`config.mk`:
```
export PLATFORM = sky130hd
export DESIGN_NAME = mips_dmem_bridge
export DESIGN_NICKNAME = d
export VERILOG_FILES = /design/src/rtl/mips_dmem_bridge.sv
export SDC_FILE = /design/constraint.sdc
export NUM_CORES = 1
export LEC_CHECK = 0
export ABC_CLOCK_PERIOD_IN_PS = 7250
export CORE_UTILIZATION = 57
export CTS_CLUSTER_DIAMETER = 30
export DETAILED_ROUTE_END_ITERATION = 8
export GPL_TIMING_DRIVEN = 0
export PLACE_DENSITY = 0.92
export SYNTH_ARGS = -nofsm -noshare
export SYNTH_HDL_FRONTEND = slang
export SYNTH_SLANG_ARGS = --single-unit
```
`constraint.sdc`:
```
create_clock -name CLK -period 7.25 [get_ports CLK]
set_input_delay 1.45 -clock CLK [delete_from_list [all_inputs] [get_ports CLK]]
set_output_delay 1.45 -clock CLK [all_outputs]
set_load 0.03 [all_outputs]
```
`src/rtl/mips_dmem_bridge.sv`:
```
// +----------------------------------------------------------------------------+
// | Module  : mips_dmem_bridge                                                 |
// | Desc    : Core data-memory port to valid/ready bus bridge with posted      |
// |           write buffer and blocking single-outstanding loads.              |
// | Rev     : 1.0  initial release                                             |
// +----------------------------------------------------------------------------+
`default_nettype none

module mips_dmem_bridge #(
  parameter int ADDR_W     = 32,
  parameter int DATA_W     = 32,
  parameter int WBUF_DEPTH = 4
) (
  input  logic                            CLK,
  input  logic                            RST,
  input  logic                            MemRead,
  input  logic                            MemWrite,
  input  logic [ADDR_W-1:0]               Address,
  input  logic [DATA_W-1:0]               WriteData,
  output logic [DATA_W-1:0]               ReadData,
  output logic                            Stall,
  output logic                            bus_req_valid,
  input  logic                            bus_req_ready,
  output logic                            bus_req_we,
  output logic [ADDR_W-1:0]               bus_req_addr,
  output logic [DATA_W-1:0]               bus_req_wdata,
  input  logic                            bus_rsp_valid,
  input  logic [DATA_W-1:0]               bus_rsp_rdata,
  output logic [$clog2(WBUF_DEPTH):0]     wbuf_count
);

  localparam int c_PTR_W = $clog2(WBUF_DEPTH);
  localparam int c_CNT_W = c_PTR_W + 1;

  typedef enum logic [1:0] {
    IDLE    = 2'd0,
    RD_REQ  = 2'd1,
    RD_WAIT = 2'd2,
    RD_DONE = 2'd3
  } state_t;

  state_t              r_state;
  state_t              w_state_nxt;
  logic [ADDR_W-1:0]   r_rd_addr;
  logic [DATA_W-1:0]   r_read_data;

  logic [ADDR_W-1:0]   r_fifo_addr [WBUF_DEPTH];
  logic [DATA_W-1:0]   r_fifo_data [WBUF_DEPTH];
  logic [c_PTR_W-1:0]  r_wr_ptr;
  logic [c_PTR_W-1:0]  r_rd_ptr;
  logic [c_CNT_W-1:0]  r_count;

  logic                w_full;
  logic                w_empty;
  logic                w_push;
  logic                w_pop;
  logic                w_wr_valid;
  logic                w_rd_start;

  assign w_full     = (r_count == c_CNT_W'(WBUF_DEPTH));
  assign w_empty    = (r_count == '0);
  // Push is gated by full alone; a same-cycle pop does not make room.
  assign w_push     = MemWrite & ~w_full;
  assign w_wr_valid = (r_state == IDLE) & ~w_empty;
  assign w_pop      = w_wr_valid & bus_req_ready;
  assign w_rd_start = (r_state == IDLE) & MemRead & ~MemWrite & w_empty;

  // Write-buffer storage needs no reset: only entries below r_count are visible.
  always_ff @(posedge CLK) begin
    if (w_push) begin
      r_fifo_addr[r_wr_ptr] <= Address;
      r_fifo_data[r_wr_ptr] <= WriteData;
    end
  end

  always_ff @(posedge CLK or negedge RST) begin
    if (!RST) begin
      r_wr_ptr <= '0;
      r_rd_ptr <= '0;
      r_count  <= '0;
    end else begin
      if (w_push) r_wr_ptr <= r_wr_ptr + c_PTR_W'(1);
      if (w_pop)  r_rd_ptr <= r_rd_ptr + c_PTR_W'(1);
      case ({w_push, w_pop})
        2'b10:   r_count <= r_count + c_CNT_W'(1);
        2'b01:   r_count <= r_count - c_CNT_W'(1);
        default: r_count <= r_count;
      endcase
    end
  end

  always_ff @(posedge CLK or negedge RST) begin
    if (!RST) begin
      r_state     <= IDLE;
      r_rd_addr   <= '0;
      r_read_data <= '0;
    end else begin
      r_state <= w_state_nxt;
      if (w_rd_start) r_rd_addr <= Address;
      if ((r_state == RD_WAIT) && bus_rsp_valid) r_read_data <= bus_rsp_rdata;
    end
  end

  always_comb begin
    w_state_nxt = r_state;
    case (r_state)
      IDLE:    if (w_rd_start)    w_state_nxt = RD_REQ;
      RD_REQ:  if (bus_req_ready) w_state_nxt = RD_WAIT;
      RD_WAIT: if (bus_rsp_valid) w_state_nxt = RD_DONE;
      RD_DONE:                    w_state_nxt = IDLE;
      default:                    w_state_nxt = IDLE;
    endcase
  end

  // Bus outputs depend only on state, FIFO contents and the latched read address.
  assign bus_req_valid = w_wr_valid | (r_state == RD_REQ);
  assign bus_req_we    = w_wr_valid;
  assign bus_req_addr  = (r_state == RD_REQ) ? r_rd_addr : r_fifo_addr[r_rd_ptr];
  assign bus_req_wdata = r_fifo_data[r_rd_ptr];

  assign Stall      = (MemRead & ~MemWrite & (r_state != RD_DONE)) | (MemWrite & w_full);
  assign ReadData   = r_read_data;
  assign wbuf_count = r_count;

endmodule

`default_nettype wire

```
==> reports/metrics.cfg <==
[status]
run_status=complete, no violations

[logic_synthesis]
ys_seq_area_frac=0.7563
avgSynthCellArea_um2=22.23
synth_adder_area_share=0.01154
synth_top_area_cell=edfxtp_1
muxShareOfSynthArea=0.2022
netlist_instances=566
ys_warn_count=0
synth_compound_area_frac=0.003680
synth_cell_type_count=27
syn_area_mm2=0.01258
synth_simple_gate_area_share=0.008056
synth_area_leaders=edfxtp_1 (61%), dfrtp_1 (15%), mux4_2 (11%)
synth_xor_area_frac=0.004177
synth_top_family_by_area=multiplexers
synthFlopType=edfxtp_1
synth-seq-cells=329
synth-edff-count=256
yosysTopAreaCellShare=0.6111
synth-async-reset-ratio=0.2219
syn_nets=679

[place]
hpwl_um=17040
io_buffers=203
gp_congestion=0.7297
place_inst=1049

[floorplan]
die_height_um=150.6
dieArea_mm2=0.02267
core_area_mm2=0.02135
ios=204
start_util=0.5891
die_w_um=150.6
rows=53

[pwr]
ir_drop_mv=0.3895
p_sw_mw=2.860
power.leakage_nw=6.102
switching_share=0.3371
internal_power_mw=5.626
p_per_area_mw_per_mm2=500.8
p_seq_frac=0.326
clkPwrFrac=0.300
p_comb_frac=0.373

[cts]
cts_tree=done
cts_buffer_depth=3
cts_hold_buf=0
cts.htree.levels=2
post_cts_buffers=0
cts_resized=0
path_clk_slew_ps=50
cts_inserted_buffers=55
root_buffer=clkbuf_16
clock-sinks=329
clock_latency_ps=540

[sta]
fmax_mhz=205.1
period_minus_slack_ps=4877
fin_crit_sh=0.6726
hold_viol_final=0
rsz0062_at_grt=false
tns_ps=0
skew_ps=18.06
tightest_slew_ps=722.1
finalMaxSlewViolations=0
finalSetupViolCount=0
slew_headroom=0.5176

[worst_setup_path]
cp_data_arrival_time_ps=3430
cp-end-kind=output pin
startpoint=MemWrite
r2r_end=wbuf_count[2]
r2r_start=r_state[0]
worstPathRequired_ps=5800
reg2reg_depth=10
start_kind=input port
cp_max_fo=9
r2r_slack_ps=4750
crit_type=input port to output pin
cp-endpoint=Stall

[grt]
overflow=0
first_global_vias=7507
antenna_found_initial=1
track_usage=0.2544
grt_pass1_wl_um=41790
grt_max_degree=64

[finish]
diodes=0
drive_gt1_frac=0.3189
seq_area_mm2=0.009514
area_delta_synth_final_pct=34.69
nets=944
nFillCells=1017
multi_input_area_mm2=0.002899
layout.cells.non_filler=1153

[drt]
vias_per_cell=5.776
num_vias=6660
drtIter0Drc=431
dr.pass1.iters=4
remaining_drc_errors=0
final_antenna_net_count=0
post_drt_wl_per_cell_um=24.22
routed_wl_um=27930

[run]
max_cap_viol_count=0

[worst_hold_path]
hold_class=flop to flop

-- through the flow --
step                      power (mW)  hold WS (ps)  setup slack (ps)  cell area [µm²]    util
final                          8.486         499.6              2373            16940  0.7935
after CTS                      8.548         506.0              2388            16940  0.7935
after floorplan                4.751         474.9              3402            12580       -
after global placement         5.803         483.6              1641            14960  0.7004
after detailed placement       5.953         491.8              2422            15070  0.7058
after global routing           8.783         514.1              2296            16940  0.7935
-- cells in the final DEF, fill, tap and decap left out, types with 4 or more instances in the layout --
cell               n
clkinv_2           5
dfrtp_1           73
inv_1             11
inv_8              7
inv_6              5
ha_1              10
buf_4              7
mux4_2            64
buf_1              5
buf_2              6
nand2_1            5
and2_4             4
clkbuf_1          13
edfxtp_1         256
buf_12             4
clkbuf_16         57
clkinv_4           4
clkbuf_8           4
clkinvlp_4         6
nor2_1             4
clkdlybuf4s50_1  202
mux2_2            96
-- power groups by stage --
stage | clock network, mW | logic, mW | registers [mW]
2_1_floorplan | 0 | 1.81 | 2.94
3_3_place_gp | 0 | 3.03 | 2.77
3_5_place_dp | 0 | 3.17 | 2.79
4_1_cts | 2.57 | 3.20 | 2.77
5_1_grt | 2.65 | 3.32 | 2.81
6_report | 2.55 | 3.17 | 2.77
-- flip-flops by register name, indices dropped and copies added (netlist names) --
signal / count
ReadData: 32
r_fifo_addr: 128
r_fifo_data: 128
r_rd_addr: 32
r_rd_ptr: 2
r_state: 2
r_wr_ptr: 2
wbuf_count: 3
-- cell type report --
class | count | area share
buffer | 24 | 0.007975
multi-input combinational | 202 | 0.1711
sequential | 329 | 0.5615
clock buffer | 69 | 0.08920
clock inverter | 35 | 0.02134
timing repair buffer | 208 | 0.1261
inverter | 11 | 0.002437
tap | 275 | 0.02031
-- Yosys cell counts, types with 2 or more instances --
cell and instances:
mux2_2 96, buf_6 2, xor2_1 3, clkbuf_1 5
xnor2_1 3, buf_1 5, mux4_2 64, buf_2 6
ha_1 10, nor2_1 4, inv_1 11, nand2_1 5
and2_1 5, edfxtp_1 256, buf_4 6, o21ai_0 2
dfrtp_1 73
-- how the worst min path moves through the flow --
stage	start	endpoint	depth (start not counted)
after detailed placement	r_rd_addr[11]	r_rd_addr[11]	1
after floorplan	r_rd_addr[10]	r_rd_addr[10]	1
after global placement	r_rd_addr[23]	r_rd_addr[23]	1
after global routing	r_rd_addr[11]	r_rd_addr[11]	1
final	r_rd_addr[30]	r_rd_addr[30]	1
after CTS	r_rd_addr[23]	r_rd_addr[23]	1
-- cells by family after synthesis --
logic type                 after synthesis
AOI/OAI and AO/OA                        6
xor gates and xnor gates                 6
adders and majority gates               11
buffers and inverters                   35
DFF                                    329
muxes                                  162
and+or+nand+nor                         17
-- worst max-delay path, cell delays in order --
cell	delay [ps]
clkdlybuf4s50_1	570
a21boi_1	640
nor2_1	120
clkdlybuf4s50_1	650
-- per-layer routing --
layer / vias up / GRT usage / share of wire
met3: 56 / 0.05727 / 0.067
li1: 2831 / - / -
met4: 2 / 0.09798 / 0.025
met1: 3466 / 0.2943 / 0.36
met5: - / 0 / 0.00047
met2: 305 / 0.4592 / 0.55
Power figures use the tool's default switching activity.
